$ cat config.mk
export PLATFORM = sky130hd
export DESIGN_NAME = inst_fetch_ctrl
export DESIGN_NICKNAME = d
export VERILOG_FILES = /design/src/rtl/fetch_pkg.sv /design/src/rtl/inst_fetch_ctrl_pc_next_sel.sv /design/src/rtl/inst_fetch_ctrl.sv
export SDC_FILE = /design/constraint.sdc
export NUM_CORES = 1
export LEC_CHECK = 0
export CAP_MARGIN = 20
export CORE_MARGIN = 1
export CORE_UTILIZATION = 45
export CTS_CLUSTER_SIZE = 10
export DETAILED_ROUTE_END_ITERATION = 6
export PLACE_DENSITY_LB_ADDON = 0.2
export SYNTH_ARGS = -nofsm -noshare
export SYNTH_HDL_FRONTEND = slang
export SYNTH_SLANG_ARGS = --single-unit
$ cat constraint.sdc
create_clock -name clk -period 5.4 [get_ports clk]
set_input_delay 1.08 -clock clk [delete_from_list [all_inputs] [get_ports clk]]
set_output_delay 1.08 -clock clk [all_outputs]
set_load 0.05 [all_outputs]
$ cat src/rtl/fetch_pkg.sv
`default_nettype none
// ============================================================================
//  Module      : fetch_pkg
//  Description : Shared types and constants for the instruction-fetch
//                sequencer: FSM state encoding, nop word, PC step.
//  Revision    : 1.0 - initial release
// ============================================================================
package fetch_pkg;

    // Fetch sequencer states
    typedef enum logic [1:0] {
        BOOT = 2'd0,
        RUN  = 2'd1,
        HALT = 2'd2,
        ERR  = 2'd3
    } fetch_state_e;

    // Encoding of what the IF/ID register does this cycle
    typedef enum logic [1:0] {
        IFID_BUBBLE = 2'd0,
        IFID_HOLD   = 2'd1,
        IFID_FETCH  = 2'd2
    } ifid_op_e;

    localparam logic [31:0] NOP_INSTR = 32'h0000_0000;
    localparam logic [31:0] PC_STEP   = 32'd4;

    // Instruction addresses must be word aligned
    function automatic logic is_aligned(input logic [31:0] addr);
        return (addr[1:0] == 2'b00);
    endfunction

endpackage : fetch_pkg
`default_nettype wire

$ cat src/rtl/inst_fetch_ctrl_pc_next_sel.sv
`default_nettype none
// ============================================================================
//  Module      : pc_next_sel
//  Description : Combinational next-PC selection: redirect target, hold,
//                or sequential PC+4 (wrapping modulo 2^32).
//  Revision    : 1.0 - initial release
// ============================================================================
module pc_next_sel
    import fetch_pkg::*;
(
    input  logic [31:0] pc_i,
    input  logic [31:0] target_i,
    input  logic        load_i,
    input  logic        advance_i,
    output logic [31:0] pc_next_o,
    output logic [31:0] pc_plus4_o
);

    logic [31:0] w_pc_plus4;

    assign w_pc_plus4 = pc_i + PC_STEP;
    assign pc_plus4_o = w_pc_plus4;

    // Redirect has priority over sequential advance; otherwise hold
    always_comb begin
        pc_next_o = pc_i;
        if (load_i) begin
            pc_next_o = target_i;
        end else if (advance_i) begin
            pc_next_o = w_pc_plus4;
        end
    end

endmodule : pc_next_sel
`default_nettype wire

$ cat src/rtl/inst_fetch_ctrl.sv
`default_nettype none
// ============================================================================
//  Module      : inst_fetch_ctrl
//  Description : Instruction-fetch sequencer. Owns the PC, drives the
//                combinational instruction memory address, captures the
//                returned word into IF/ID, and handles stall, redirect with
//                flush, end-of-program halt and misaligned-redirect error.
//  Revision    : 1.0 - initial release
// ============================================================================
module inst_fetch_ctrl
    import fetch_pkg::*;
#(
    parameter logic [31:0] RESET_PC = 32'd0,
    parameter logic [31:0] LAST_PC  = 32'd64
) (
    input  logic        clk,
    input  logic        rst,
    output logic [31:0] imem_addr,
    input  logic [31:0] imem_instr,
    input  logic        stall_i,
    input  logic        redirect_i,
    input  logic [31:0] redirect_pc_i,
    output logic [31:0] ifid_instr_o,
    output logic [31:0] ifid_pc4_o,
    output logic        ifid_valid_o,
    output logic        halted_o,
    output logic        err_o,
    output logic [31:0] fetch_cnt_o
);

    fetch_state_e r_state;
    fetch_state_e w_state_next;

    logic [31:0]  r_pc;
    logic [31:0]  w_pc_next;
    logic [31:0]  w_pc_plus4;

    logic [31:0]  r_ifid_instr;
    logic [31:0]  r_ifid_pc4;
    logic         r_ifid_valid;
    logic [31:0]  r_fetch_cnt;

    logic         w_load;
    logic         w_advance;
    logic         w_cnt_inc;
    ifid_op_e     w_ifid_op;

    logic         w_redirect_ok;
    logic         w_past_end;

    assign w_redirect_ok = is_aligned(redirect_pc_i);
    assign w_past_end    = (r_pc > LAST_PC);

    pc_next_sel u_pc_next_sel (
        .pc_i       (r_pc),
        .target_i   (redirect_pc_i),
        .load_i     (w_load),
        .advance_i  (w_advance),
        .pc_next_o  (w_pc_next),
        .pc_plus4_o (w_pc_plus4)
    );

    // Next-state and datapath controls; redirect outranks stall, stall
    // outranks the end-of-program check
    always_comb begin
        w_state_next = r_state;
        w_load       = 1'b0;
        w_advance    = 1'b0;
        w_cnt_inc    = 1'b0;
        w_ifid_op    = IFID_BUBBLE;
        case (r_state)
            BOOT: begin
                w_state_next = RUN;
            end
            RUN: begin
                if (redirect_i) begin
                    if (w_redirect_ok) begin
                        w_load = 1'b1;
                    end else begin
                        w_state_next = ERR;
                    end
                end else if (stall_i) begin
                    w_ifid_op = IFID_HOLD;
                end else if (w_past_end) begin
                    w_state_next = HALT;
                end else begin
                    w_advance = 1'b1;
                    w_cnt_inc = 1'b1;
                    w_ifid_op = IFID_FETCH;
                end
            end
            HALT: begin
                // Stall is irrelevant here: nothing is being fetched
                if (redirect_i) begin
                    if (w_redirect_ok) begin
                        w_load       = 1'b1;
                        w_state_next = RUN;
                    end else begin
                        w_state_next = ERR;
                    end
                end
            end
            ERR: begin
                w_state_next = ERR;
            end
            default: begin
                w_state_next = BOOT;
            end
        endcase
    end

    // State register
    always_ff @(posedge clk) begin
        if (rst) begin
            r_state <= BOOT;
        end else begin
            r_state <= w_state_next;
        end
    end

    // Program counter
    always_ff @(posedge clk) begin
        if (rst) begin
            r_pc <= RESET_PC;
        end else begin
            r_pc <= w_pc_next;
        end
    end

    // IF/ID pipeline register: load fetched word, hold, or insert a bubble
    always_ff @(posedge clk) begin
        if (rst) begin
            r_ifid_instr <= NOP_INSTR;
            r_ifid_pc4   <= 32'd0;
            r_ifid_valid <= 1'b0;
        end else begin
            case (w_ifid_op)
                IFID_FETCH: begin
                    r_ifid_instr <= imem_instr;
                    r_ifid_pc4   <= w_pc_plus4;
                    r_ifid_valid <= 1'b1;
                end
                IFID_HOLD: begin
                    r_ifid_instr <= r_ifid_instr;
                    r_ifid_pc4   <= r_ifid_pc4;
                    r_ifid_valid <= r_ifid_valid;
                end
                default: begin
                    r_ifid_instr <= NOP_INSTR;
                    r_ifid_pc4   <= 32'd0;
                    r_ifid_valid <= 1'b0;
                end
            endcase
        end
    end

    // Count of valid words written into IF/ID, free-running wrap
    always_ff @(posedge clk) begin
        if (rst) begin
            r_fetch_cnt <= 32'd0;
        end else if (w_cnt_inc) begin
            r_fetch_cnt <= r_fetch_cnt + 32'd1;
        end
    end

    assign imem_addr    = r_pc;
    assign ifid_instr_o = r_ifid_instr;
    assign ifid_pc4_o   = r_ifid_pc4;
    assign ifid_valid_o = r_ifid_valid;
    assign halted_o     = (r_state == HALT) || (r_state == ERR);
    assign err_o        = (r_state == ERR);
    assign fetch_cnt_o  = r_fetch_cnt;

endmodule : inst_fetch_ctrl
`default_nettype wire

# == Word-level counts from Yosys, hierarchy flattened ==
# Cells that the tools add are included.
# totals
input_bits,68
ff_bits,131
output_inout_bits,131
# classes
n_eq_ne,9
order_cmp,1
n_mux,23
n_reduce_logical,6
add_sub_neg,2
# ops
cell,count
$pmux W32 S2,2
$mux W32,2
$add A32 B1 Y32 const B,1
$add A32 B3 Y32 const B,1
$gt A32 B7 Y1 const B,1
$mux W2,10
$ne A3 B3 Y1 const B,3
$pmux W2 S4,1
$mux W1,7
$eq A2 B2 Y1 const B,3
$eq A2 B1 Y1 const B,2
$logic_not A2 Y1,2
$reduce_and A4 Y1,1
$ne A2 B2 Y1 const B,1
$pmux W1 S2,1
$reduce_bool A2 Y1,1
$reduce_or A2 Y1,1
$logic_or A1 B1 Y1,1

# == Longest topological paths before layout ==
# depth
word_depth,7
ltp_mapped,9

# == Hierarchy ==
# A second synthesis with hierarchy kept.
# hier_totals
cells_unflattened,703
area_unflattened_um2,6272.3
# by_module_without_submodules
module,area_per_inst_um2,cells_per_inst,instances
inst_fetch_ctrl,4778.3,452,1
pc_next_sel,1493.9,251,1

# == Least setup slack after synthesis ==
# No wires, ideal clock.
# synth_path
path_type,input -> register
startpoint,input port redirect_i
endpoint,register r_fetch_cnt[21] (netlist: fetch_cnt_o[21])
t_required_ns,5.279
path_slack_ns,2.546
cell_stages,6
arrival_ns,2.733
n_path_buf,1
path_cell_list,nor4b_1 nand4_1 or4_1 clkbuf_1 nor4_1 mux2_2
# synth_between
elab_chain_cells,2
# synth_lines
item,line_no,source
"start, declared",inst_fetch_ctrl.sv:21,"input logic redirect_i,"
$mux W1,inst_fetch_ctrl.sv:76,if (redirect_i) begin
$mux W1,inst_fetch_ctrl.sv:71,case (r_state)
"end signal, assigned",inst_fetch_ctrl.sv:162,r_fetch_cnt <= r_fetch_cnt + 32'd1;
"end, declared",inst_fetch_ctrl.sv:41,logic [31:0] r_fetch_cnt;
# No other way between the ends.
# A chain may end at the register's enable or synchronous reset.

# == Worst setup path in the final report ==
# layout_path
startpoint,input port redirect_i
endpoint,register r_fetch_cnt[20] (netlist: fetch_cnt_o[20])
# Same word-level chain as after synthesis.

==> summary.txt <==
DRT Pass-1 Iters = 5
Iter 0 DRT Violations = 336
Worst R2R Start = r_state[1]
top-area cell type share of the netlist area = 0.513
Final min period = 3.53 ns
FF-to-FF setup slack = 2.45 ns
ys flop type = dfxtp_1
Cells after Synth = 576
post-route ant nets = 0
WL final = 14800 um
DP HPWL = 9780 um
clock-pin slew on the worst setup and hold paths = 0.05 ns
Worst Setup End Kind = flop
crit-path max FO = 30
final hold violations = 0
core area = 0.0109 mm^2
final worst setup slack = 1.87 ns
Die X-Extent = 109 um
Power Density = 330 mW/mm^2
Starting Density = 0.467
WHS Path Cells = 2
synthesized area per cell = 8.87 um^2
fin crit share = 0.653
initial antenna violation count = 0
worst r2r dst = fetch_cnt_o[20]
Max Fclk = 283 MHz
Slew headroom = 0.253
slowest cell on the critical path = or4_1
Ports = 199
worst clock skew = 0.00645 ns
Total GRT Usage = 0.251
area leader, netlist = dfxtp_1
pin count of the biggest net entering global routing = 108
Syn. warnings = 0
post-route cell area = 0.00766 mm^2
DR WL/cell = 16.3 um
number of port buffers = 198
Worst Path Required = 5.71 ns
Residual DRC = 0
PostCTS Resize Cnt = 0
Worst Setup Start Kind = input pin
dpl cell area = 0.00714 mm^2
Final #Nets = 828
Place WS = 1.48 ns
area grow syn2layout = 49.9%
hold buffer count at CTS = 0
Endpoint, Worst Hold = ifid_pc4_o[3]
outcome = finished, final reports clean
vias in the first global route = 4654
vias per cell = 5.53
peak supply drop = 0.000224 V
critical path's top delay family = simple AND/OR/NAND/NOR gates
Site Rows = 38
Cells after DPL = 874
leading post-synthesis cells by cell area = dfxtp_1 51%, a22oi_1 5.7%, nand2_1 5.4%
Root Buffer = clkbuf_16
Max stage delay on crit path = 0.90 ns
Slew Viols, Final = 0
Leak = 2.72 nW
worst r2r path cells = 7
via count = 5003
Final setup viols = 0
cell area after synthesis = 0.00511 mm^2
die area = 0.0118 mm^2
CTS Sinks = 131
number of inserted diodes = 0
Clk Latency, worst-skew pair = 0.42 ns
CP Class = in -> reg
# Post-CTS Setup Buffers = 0
TritonCTS Buffers = 17
first-pass GRT wire length = 22900 um
Worst-Margin Slew = 1.12 ns
Net Count, Synth = 651
hold crit path type = reg -> reg
Post-synth ARST share = 0
count of maximum capacitance violations = 0
post-synthesis sequential area ratio = 0.513
hold_sp = ifid_pc4_o[3]
Worst Path Buf+Inv = 1
CTS tree = yes
filler-free cell count of the finished design = 905
share of layout cells above drive strength 1 = 0.0601
critical-path cell list = clkdlybuf4s50_1, nor4b_1, nand4_1, or4_1, nor4_1, mux2_2
synth unique cells = 42
Crit path arrival time = 3.83 ns
clk buf depth = 2
Die Height = 109 um
WHS = 0.457 ns
htree depth = 4
total congestion overflow = 0
routability cong. = 0.872
Yosys reg bits = 131
RSZ-0062 raised after global routing = no
TNS Setup = 0 ns
EDFF count, synth = 0
-- tightest hold or removal path: cells and delay by family, from the launching register on --
family,cells,cell delay [ns]
flops,1,0.31
simple gates,1,0.05
compound gates,1,0.05
-- power breakdown --
| part | leakage (nW) | switching (mW) | internal (mW) |
|---|---|---|---|
| registers | 1.06 | 0.0327 | 1.00 |
| clock network | 0.254 | 0.396 | 0.616 |
| logic | 1.41 | 0.303 | 0.173 |
-- state kept, by name, summed over array words and instances (netlist names) --
register / flops
ifid_instr_o: 32
imem_addr: 32
ifid_valid_o: 1
r_state: 2
ifid_pc4_o: 32
fetch_cnt_o: 32
-- kinds of logic after synthesis --
logic type      share of synthesized area
simple gates                        0.244
flops                               0.513
compound gates                      0.159
buf+inv                            0.0402
mux                                0.0198
fa+ha+maj                          0.0171
xor+xnor                          0.00686
-- layout by cell type, fill, tap and decap left out, types with 2 or more instances in the layout --
| master | n |
|---|---|
| a21oi_1 | 50 |
| a22oi_1 | 39 |
| a311oi_1 | 2 |
| and3_1 | 30 |
| and4_1 | 2 |
| buf_4 | 3 |
| clkbuf_1 | 6 |
| clkbuf_16 | 17 |
| clkbuf_8 | 3 |
| clkdlybuf4s50_1 | 197 |
| clkinv_2 | 4 |
| dfxtp_1 | 131 |
| ha_1 | 7 |
| inv_1 | 9 |
| mux2_2 | 9 |
| nand2_1 | 74 |
| nand3_1 | 19 |
| nand4_1 | 13 |
| nor2_1 | 55 |
| nor2b_1 | 9 |
| nor3_1 | 4 |
| nor4_1 | 8 |
| nor4_2 | 2 |
| o21ai_0 | 5 |
| o311ai_0 | 3 |
| o31ai_1 | 16 |
| o41ai_1 | 3 |
| or2_2 | 5 |
| or3_1 | 4 |
| or4_1 | 18 |
| xnor2_1 | 2 |
| xor2_1 | 2 |
-- how the worst max path moves through the flow --
stage / slack (ns) / startpoint / to / cells after the start
floorplan: 2.55 / redirect_i / fetch_cnt_o[21] / 6
global placement: 1.55 / redirect_i / fetch_cnt_o[20] / 6
detailed placement: 1.48 / redirect_i / fetch_cnt_o[20] / 6
CTS: 1.90 / redirect_i / fetch_cnt_o[20] / 6
global route: 1.72 / redirect_i / fetch_cnt_o[20] / 6
finish: 1.87 / redirect_i / fetch_cnt_o[20] / 6
-- metrics by stage --
stage	total power [mW]	utilization
after floorplan	1.36	-
after global placement	1.51	0.651
after detailed placement	1.53	0.653
after CTS	2.55	0.700
after global routing	2.62	0.700
final	2.52	0.700
-- routing by layer --
layer  wire length, um  global-route usage  vias up
met5                 0                   0        -
met4               266              0.0985        0
met3              1270               0.104       25
met2              7140               0.410      191
met1              6080               0.291     2343
li1                  -                   -     2444
-- cells in the mapped netlist (all sizes together), types with 2 or more instances --
cell type,count
or4,18
and3,30
or3,4
mux2,9
ha,7
a311oi,2
nand2,74
a22oi,39
nor4,10
o21ai,5
o311ai,3
or2,5
a21oi,50
xnor2,2
nor2b,9
nor3,4
nor2,55
nand3,19
o31ai,16
o41ai,3
inv,9
nand4,13
and4,2
xor2,2
dfxtp,131
clkbuf,35
buf,8
-- final cells by class --
type | count | area (um^2)
Sequential cell | 131 | 2620
Inverter | 9 | 33.8
Clock inverter | 5 | 27.5
Clock buffer | 26 | 489
Timing Repair Buffer | 201 | 2020
Multi-Input combinational cell | 393 | 2290
Tap cell | 140 | 175
Fill cell | 874 | 3280
Note: power is estimated with default switching activity, not from simulation.
==> RTL change, RTL diff (config.mk and constraints unchanged) <==
Encoding of `fetch_state_e`: now one-hot (4 bits for 4 states).
--- a/src/rtl/fetch_pkg.sv
+++ b/src/rtl/fetch_pkg.sv
@@ -9,9 +9,9 @@
 
     // Fetch sequencer states
-    typedef enum logic [1:0] {
-        BOOT = 2'd0,
-        RUN  = 2'd1,
-        HALT = 2'd2,
-        ERR  = 2'd3
+    typedef enum logic [3:0] {
+        BOOT = 4'b0001,
+        RUN  = 4'b0010,
+        HALT = 4'b0100,
+        ERR  = 4'b1000
     } fetch_state_e;
 
Check against the original RTL: no difference found for any inputs over 4 cycles, from zero or initial values and one cycle with rst high; so few cycles prove little.
==> RTL change against the original RTL <==
Cell area up 2.5%. Critical path type unchanged. Area after synthesis grew 0.64%. Routed wire length decreased by 1.7%. First-iteration DRC count shrank 6.8%. Sequential cell count increased by 2. Register-to-register slack gained 0.13 ns. Setup slack gained 0.080 ns. Final cell count increased by 1.3%. Sequential share of layout area shrank 0.31 points.
Power is not compared: it rests on default switching activity, and its combinational part moved more than twofold at a synthesized area within 25%.
==> RTL change: results (changes against the original RTL) <==
* Global routing usage on met1 at 27.4% (-1.6 points)
* PnR worst setup slack at 1.95 ns (+0.0801 ns)
* Layout Nets at 836 (+0.97%)
* Met1 WL at 5910 µm (-2.8%)
* Crit path DAT at 3.74 ns (-0.09 ns)
* R2R depth at 5 (-2)
* Largest incremental delay on the critical path at 0.75 ns (-0.15 ns)
* RD Place Congestion at 0.807 (-7.4%)
* DRT iter0 DRCs at 313 (-6.8%)
* Pwr Total at ~2.5 mW
* Hold slack final at 0.453 ns (-0.00401 ns)
* Post-DR vias/cell at 5.39 (-2.5%)
* Total GRT Usage at 24.8% (-0.30 points)
* Largest net degree at the start of global routing at 67 (-38%)
* Critical path's slowest cell: or4_4
* Top cells by area, synth: dfxtp_1, a22oi_1, a21oi_1
* WL met3 at 1000 µm (-21%)
* Status: completed
* Syn nets at 648 (-0.46%)
* WL/cell at 15.8 µm (-3.0%)
* Via count of the first global-routing pass at 4825 (+3.7%)
* Post-DP Area at 7210 µm² (+0.96%)
* Commonest cells in the synthesized netlist: dfxtp_1, nand2_1, nor2_1
* Clock skew at 0.00496 ns (-0.00150 ns)
* First-pass GRT wire length at 22800 µm (-0.27%)
* Distinct cell type count after synthesis at 48 (+14%)
* Post-synthesis sequential area ratio at 51.8% (+0.45 points)
* Layout cell share with drive strength beyond 1 at 7.72% (+1.7 points)
* Setup WS pre-CTS at 1.52 ns (+0.0380 ns)
* Reg-to-Reg End: imem_addr[5]$_SDFFE_PP0P_
* TritonRoute pass-1 iters at 4 (-1)
* Routed length on met2 at 7320 µm (+2.6%)
* Syn Area/Cell at 8.91 µm² (+0.46%)
* Placed insts at 884 (+1.1%)
* Reg2reg setup slack at 2.58 ns (+0.13 ns)
* Fillers at 815 (-6.8%)
* Worst-margin pin slew at 0.896 ns (-0.224 ns)
* Met2 usage at 42.6% (+1.6 points)
* Worst-path fanout max at 32 (+6.7%)
* Met3 GRT Util at 9.26% (-1.2 points)
-- RTL change: cells by family (layout without fill, tap and decap cells) --
group | after synthesis | in the layout | share of synthesized area, %
fa+ha+maj | 3 | 3 | 0.730
compound gates | 136 | 136 | 17.0
buf+inv | 51 | 251 | 3.92
flops | 133 | 133 | 51.8
xor+xnor | 5 | 5 | 0.852
mux | 6 | 6 | 1.31
simple gates | 243 | 243 | 24.4
-- RTL change: power by group --
| part | switching (mW) | internal (mW) | leakage [nW] |
|---|---|---|---|
| Combinational | 0.131 | 0.100 | 1.33 |
| Clock | 0.406 | 0.791 | 0.306 |
| Sequential | 0.0245 | 1.00 | 1.07 |
-- RTL change: cell type report --
class	count	area [µm²]	share of cell area (%)
clock inverter	10	154	1.96
sequential	133	2660	33.9
tap	140	175	2.23
multi-input combinational	393	2300	29.3
timing repair buffer	205	2040	26.0
inverter	15	56.3	0.717
clock buffer	21	460	5.87
